File: src/rtl/fp_adder_pkg.sv
// fp_adder_pkg: widths and exception flag layout shared across the FP adder pipeline.
package fp_adder_pkg;
    localparam int FP_W           = 32;
    localparam int FLAG_W         = 4;
    localparam int FLAG_INVALID   = 3;
    localparam int FLAG_OVERFLOW  = 2;
    localparam int FLAG_UNDERFLOW = 1;
    localparam int FLAG_INEXACT   = 0;
    typedef logic [FLAG_W-1:0] fp_flags_t;
    typedef struct packed {
        fp_flags_t         flags;
        logic [FP_W-1:0]   data;
    } fp_result_t;
endpackage

File: src/rtl/fp_result_out_if.sv
// fp_result_out_if: result intake, downstream output and sticky-flag readback of the adder output stage.
interface fp_result_out_if #(
    parameter int DEPTH  = 4,
    parameter int DATA_W = fp_adder_pkg::FP_W,
    parameter int FLAG_W = fp_adder_pkg::FLAG_W
);
    logic                       res_valid;
    logic                       res_ready;
    logic [DATA_W-1:0]          res_data;
    logic [FLAG_W-1:0]          res_flags;
    logic                       out_valid;
    logic                       out_ready;
    logic [DATA_W-1:0]          out_data;
    logic [FLAG_W-1:0]          out_flags;
    logic [$clog2(DEPTH+1)-1:0] level;
    logic [FLAG_W-1:0]          sticky_flags;
    logic                       sticky_clr;
    modport slave (
        input  res_valid, res_data, res_flags, out_ready, sticky_clr,
        output res_ready, out_valid, out_data, out_flags, level, sticky_flags
    );
    modport master (
        output res_valid, res_data, res_flags, out_ready, sticky_clr,
        input  res_ready, out_valid, out_data, out_flags, level, sticky_flags
    );
endinterface

File: src/rtl/fp_sync_fifo.sv
// fp_sync_fifo: first-word-fall-through storage; occupancy is tracked by level, pointers wrap modulo DEPTH.
module fp_sync_fifo #(
    parameter int DEPTH = 4,
    parameter int W     = 36
) (
    input  logic                       clk,
    input  logic                       rst,
    input  logic                       push_i,
    input  logic                       pop_i,
    input  logic [W-1:0]               wdata_i,
    output logic [W-1:0]               rdata_o,
    output logic [$clog2(DEPTH+1)-1:0] level_o,
    output logic [$clog2(DEPTH+1)-1:0] level_d_o,
    output logic                       empty_o
);
    localparam int AW = $clog2(DEPTH);
    localparam int LW = $clog2(DEPTH+1);
    logic [W-1:0]  mem_q [DEPTH];
    logic [AW-1:0] wptr_q, rptr_q;
    logic [LW-1:0] level_q;
    logic          push_ok, pop_ok;
    assign push_ok   = push_i & (level_q != LW'(DEPTH));
    assign pop_ok    = pop_i & (level_q != '0);
    assign level_d_o = level_q + LW'(push_ok) - LW'(pop_ok);
    assign level_o   = level_q;
    assign empty_o   = level_q == '0;
    assign rdata_o   = mem_q[rptr_q];
    always_ff @(posedge clk) begin
        if (rst) begin
            wptr_q  <= '0;
            rptr_q  <= '0;
            level_q <= '0;
        end else begin
            if (push_ok) mem_q[wptr_q] <= wdata_i;
            if (push_ok) wptr_q <= wptr_q + AW'(1);
            if (pop_ok) rptr_q <= rptr_q + AW'(1);
            level_q <= level_d_o;
        end
    end
endmodule

File: src/rtl/fp_result_out.sv
// fp_result_out: buffers adder results with their flags, hands them downstream via valid/ready,
// and accumulates sticky exception flags for software.
module fp_result_out #(
    parameter int DEPTH  = 4,
    parameter int DATA_W = fp_adder_pkg::FP_W,
    parameter int FLAG_W = fp_adder_pkg::FLAG_W
) (
    input  logic            clk,
    input  logic            reset,
    fp_result_out_if.slave  bus
);
    localparam int LW = $clog2(DEPTH+1);
    logic                     push, pop, empty, res_ready_q;
    logic [LW-1:0]            level_d;
    logic [DATA_W+FLAG_W-1:0] head;
    logic [FLAG_W-1:0]        sticky_q, sticky_d;
    assign push = bus.res_valid & res_ready_q;
    assign pop  = ~empty & bus.out_ready;
    fp_sync_fifo #(.DEPTH(DEPTH), .W(DATA_W+FLAG_W)) u_fifo (
        .clk       (clk),
        .rst       (reset),
        .push_i    (push),
        .pop_i     (pop),
        .wdata_i   ({bus.res_flags, bus.res_data}),
        .rdata_o   (head),
        .level_o   (bus.level),
        .level_d_o (level_d),
        .empty_o   (empty)
    );
    // clear takes effect before the incoming flags are merged
    always_comb sticky_d = (bus.sticky_clr ? '0 : sticky_q) | (push ? bus.res_flags : '0);
    always_ff @(posedge clk) begin
        if (reset) begin
            res_ready_q <= 1'b0;
            sticky_q    <= '0;
        end else begin
            res_ready_q <= level_d != LW'(DEPTH);
            sticky_q    <= sticky_d;
        end
    end
    assign bus.res_ready    = res_ready_q;
    assign bus.out_valid    = ~empty;
    assign bus.out_data     = empty ? '0 : head[DATA_W-1:0];
    assign bus.out_flags    = empty ? '0 : head[DATA_W+:FLAG_W];
    assign bus.sticky_flags = sticky_q;
endmodule
File: src/flat_wrapper.sv
// flat-port wrapper written by rule: the top's interface ports become plain ports
module fp_result_out_flat 
#(
    parameter int DEPTH  = 4,
    parameter int DATA_W = fp_adder_pkg::FP_W,
    parameter int FLAG_W = fp_adder_pkg::FLAG_W
)
  (clk, reset, bus_res_valid, bus_res_data, bus_res_flags, bus_out_ready, bus_sticky_clr, bus_res_ready, bus_out_valid, bus_out_data, bus_out_flags, bus_level, bus_sticky_flags);
  fp_result_out_if #(.DEPTH(DEPTH), .DATA_W(DATA_W), .FLAG_W(FLAG_W)) bus_i ();
  input  logic clk;
  input  logic reset;
  input wire logic [$bits(bus_i.res_valid)-1:0] bus_res_valid;
  input wire logic [$bits(bus_i.res_data)-1:0] bus_res_data;
  input wire logic [$bits(bus_i.res_flags)-1:0] bus_res_flags;
  input wire logic [$bits(bus_i.out_ready)-1:0] bus_out_ready;
  input wire logic [$bits(bus_i.sticky_clr)-1:0] bus_sticky_clr;
  output wire logic [$bits(bus_i.res_ready)-1:0] bus_res_ready;
  output wire logic [$bits(bus_i.out_valid)-1:0] bus_out_valid;
  output wire logic [$bits(bus_i.out_data)-1:0] bus_out_data;
  output wire logic [$bits(bus_i.out_flags)-1:0] bus_out_flags;
  output wire logic [$bits(bus_i.level)-1:0] bus_level;
  output wire logic [$bits(bus_i.sticky_flags)-1:0] bus_sticky_flags;
  assign bus_i.res_valid = bus_res_valid;
  assign bus_i.res_data = bus_res_data;
  assign bus_i.res_flags = bus_res_flags;
  assign bus_i.out_ready = bus_out_ready;
  assign bus_i.sticky_clr = bus_sticky_clr;
  assign bus_res_ready = bus_i.res_ready;
  assign bus_out_valid = bus_i.out_valid;
  assign bus_out_data = bus_i.out_data;
  assign bus_out_flags = bus_i.out_flags;
  assign bus_level = bus_i.level;
  assign bus_sticky_flags = bus_i.sticky_flags;
  fp_result_out #(.DEPTH(DEPTH), .DATA_W(DATA_W), .FLAG_W(FLAG_W)) u_core (.clk(clk), .reset(reset), .bus(bus_i));
endmodule
File: config.mk
export PLATFORM = sky130hd
export DESIGN_NAME = fp_result_out_flat
export DESIGN_NICKNAME = d
export VERILOG_FILES = /design/src/rtl/fp_adder_pkg.sv /design/src/rtl/fp_result_out_if.sv /design/src/rtl/fp_sync_fifo.sv /design/src/rtl/fp_result_out.sv /design/src/flat_wrapper.sv
export SDC_FILE = /design/constraint.sdc
export NUM_CORES = 1
export LEC_CHECK = 0
export CORE_MARGIN = 8
export CORE_UTILIZATION = 35
export DETAILED_ROUTE_END_ITERATION = 10
export SKIP_LAST_GASP = 1
export SYNTH_ARGS = -nofsm -noshare
export SYNTH_HDL_FRONTEND = slang
export SYNTH_SLANG_ARGS = --single-unit
File: constraint.sdc
create_clock -name clk -period 3.2 [get_ports clk]
set_input_delay 0.96 -clock clk [delete_from_list [all_inputs] [get_ports clk]]
set_output_delay 0.96 -clock clk [all_outputs]
set_load 0.02 [all_outputs]
==> flow_summary_export.csv <==
group,metric,value,unit
run_status,status,"complete, but fails checks",
run_status,failed_checks,"negative setup slack",
power,p_per_area,790.4,mW/mm²
floorplanning,rows,48,
setup_path,crit_family,"buffers and inverters",
setup_path,r2r-end,"u_core.bus.res_ready",
synthesis,synth.top_cell.area_share,70.63,%
sta,setup_viol,6,
routing,postRouteAntennaNets,0,
job,drv_cap,0,
routing,routed_wl,11930,µm
place,hpwl,7399,µm
power,p_leak,0.002995,µW
synthesis,synth_ff_type,"edfxtp_1",
sta,max_freq,307.4,MHz
grt,grt_first_pass_wirelength,18660,µm
place,placed_area,0.007348,mm²
clocking,clk_latency,0.42,ns
clocking,cts-root-buf,"clkbuf_16",
synthesis,synth.most_common_cell,"edfxtp_1",
sta,min_period,3.253,ns
power,finalPower,6330,µW
setup_path,path_cells,"buf_6 > mux4_2 > nor2b_1 > clkdlybuf4s50_1",
synthesis,synth_cell_types,28,
final_layout,fin_area,0.008009,mm²
grt,antenna_found_initial,1,
grt,gr-total-overflow,0,
synthesis,ys_top_cells_by_count,"144 x edfxtp_1, 41 x nor2b_1, 36 x mux4_2",
setup_path,cpMaxStageDelayCell,"clkdlybuf4s50_1",
sta,layout_setup_ws,-0.05313,ns
sta,relSlewSlack,77.78,%
floorplanning,dieWidth,148.3,µm
place,port_buffers,85,
clocking,clk_pin_slew,0.06,ns
clocking,cts_hold_buf,0,
routing,drtIter0Drc,115,
sta,worstMarginPinSlew,0.3334,ns
final_layout,fin_nets,455,
clocking,cts_made_buffers,17,
hold_path,min_path_type,"reg -> reg",
final_layout,n_antenna_cell,0,
synthesis,synth.net_count,347,
setup_path,r2r_slack,0.86,ns
routing,via_per_inst,4.591,
final_layout,drive_above_1_share,21.90,%
floorplanning,core_area,0.01718,mm²
setup_path,crit_path_max_incr_delay,0.54,ns
setup_path,crit_required,2.24,ns
floorplanning,start_util,35.64,%
synthesis,syn_area_per_cell,20.48,µm²
setup_path,cp-end-kind,"output pin",
grt,grt_max_degree,28,
setup_path,cp-start-kind,"flop",
setup_path,crit_type,"reg -> out",
routing,post_drt_wl_per_cell,18.50,µm
final_layout,area_growth,30.82,%
clocking,clockBufferDepth,2,
clocking,tritoncts,"done",
synthesis,synthTopCellsByArea,"edfxtp_1 71%, mux4_2 13%, dfxtp_1 4.6%",
synthesis,synth_edf_count,144,
synthesis,synth_top_area_cell,"edfxtp_1",
sta,finalHoldViolCount,0,
setup_path,r2r_start,"u_core.u_fifo.level_o[1]",
sta,rsz0062_at_grt,"true",
sta,fin_skew,0.008497,ns
routing,drt_first_pass_iters,4,
synthesis,synth_seq_cells,158,
grt,grt_usage,11.47,%
sta,post-route-period-util,101.7,%
floorplanning,io_pins,86,
power,max-vdd-ir-drop,0.0003965,V
synthesis,synth_cells,299,
sta,finalMaxSlewViolations,0,
floorplanning,die_area,0.02198,mm²
synthesis,syn_area,0.006122,mm²
synthesis,ys_seq_area_share,75.21,%
routing,drc,0,
floorplanning,fp.dieH,148.3,µm
hold_path,min_path_cells,2,
setup_path,critPathArrivalTime,2.29,ns
setup_path,ff2ff_path_depth,9,
routing,vias,2961,
clocking,h-tree-depth,4,
synthesis,yosys_warnings,0,
place,place_congestion,0.7103,
grt,grt_pass1_vias,3392,
synthesis,async_flop_share,0,%
setup_path,crit_buf_inv,2,
hold_path,hp-start,"u_core.u_fifo.rptr_q[1]",
setup_path,path_max_fanout,10,
clocking,cts.sinks,158,
worst max path at each step:
stage,to,cells after the start,startpoint,slack (ns)
2_1_floorplan,u_core.bus.res_ready,10,bus_res_valid,0.28
3_3_place_gp,u_core.bus.res_ready,11,bus_res_valid,-0.03
3_5_place_dp,u_core.bus.res_ready,11,bus_res_valid,-0.1
4_1_cts,bus_out_data[30],4,flop,-0.08
5_1_grt,bus_out_data[16],4,flop,-0.14
6_report,bus_out_data[15],4,flop,-0.05
placed cells by master (no fill, tap or decap), types with 3 or more instances in the layout:
master / n
edfxtp_1: 144
nor2_1: 9
clkdlybuf4s50_1: 55
nand2_1: 3
ha_1: 6
clkinv_2: 3
a21oi_1: 5
buf_12: 6
nor2b_1: 41
buf_4: 9
dlymetal6s2s_1: 29
clkbuf_16: 18
inv_1: 9
dfxtp_1: 12
inv_6: 4
and3_2: 4
mux4_2: 36
routing by layer:
| layer | up-vias | part of all wire (%) | GRT usage [%] | routed length (µm) |
|---|---|---|---|---|
| li1 | 1388 | - | - | - |
| met1 | 1495 | 42 | 12.71 | 4983 |
| met2 | 59 | 52 | 19.57 | 6187 |
| met3 | 17 | 4.7 | 4.041 | 562 |
| met4 | 2 | 1.6 | 5.099 | 185 |
| met5 | - | 0.11 | 0 | 13 |
worst min-delay path, stage by stage (launching register included):
cell and delay (ns):
dfxtp_1 0.31, o21ai_1 0.07, a21oi_1 0.08
logic make-up after synthesis:
family                   share of synthesized area [%]
flip-flops                                       75.21
AND/OR/NAND/NOR                                  5.845
multiplexers                                     13.59
buffers and inverters                            2.473
AO/OA/AOI/OAI                                   0.8992
adder cells (fa/ha/maj)                          1.553
XOR/XNOR                                        0.4293
power breakdown:
| group | switching, µW | internal (µW) |
|---|---|---|
| logic | 967 | 1010 |
| clock network | 813 | 1080 |
| registers | 82.7 | 2380 |
metrics by stage:
stage | util (%) | TNS (ns) | setup WS (ns) | instances | hold WS (ns)
final | 46.63 | -0.2111 | -0.05313 | 645 | 0.5028
after global routing | 46.63 | -0.7467 | -0.1405 | 645 | 0.5291
after CTS | 46.04 | -1.853 | -0.08280 | 644 | 0.4967
after detailed placement | 42.78 | -0.09827 | -0.09827 | 612 | 0.4876
after global placement | 42.78 | -0.02646 | -0.02646 | 612 | 0.4752
after floorplan | - | 0 | 0.2800 | 299 | 0.4647
cell type report:
type,instances,area (µm²)
flip-flops and latches,158,4607
fillers,1502,9168
clock buffers,17,425.4
multi-input cells,118,1376
inverters,10,37.54
well taps,225,281.5
repair buffers,102,1146
clock inverters,15,135.1
sequential cells by signal, summed over array words and instances, names as in the netlist, named ones only:
register	count
u_core.u_fifo.mem_q	144
u_core.bus.sticky_flags	4
u_core.u_fifo.level_o	3
u_core.u_fifo.rptr_q	2
u_core.u_fifo.wptr_q	2
u_core.bus.res_ready	1
repair_timing:
| action | in CTS | in global routing |
|---|---|---|
| gates cloned | 0 | 1 |
| hold endpoints to repair | 0 | 0 |
| setup buffers | 0 | 0 |
| gates resized for setup | 1 | 30 |
| endpoints found under the setup margin | 36 | 35 |
No activity file was read; power rests on OpenSTA's default activity.
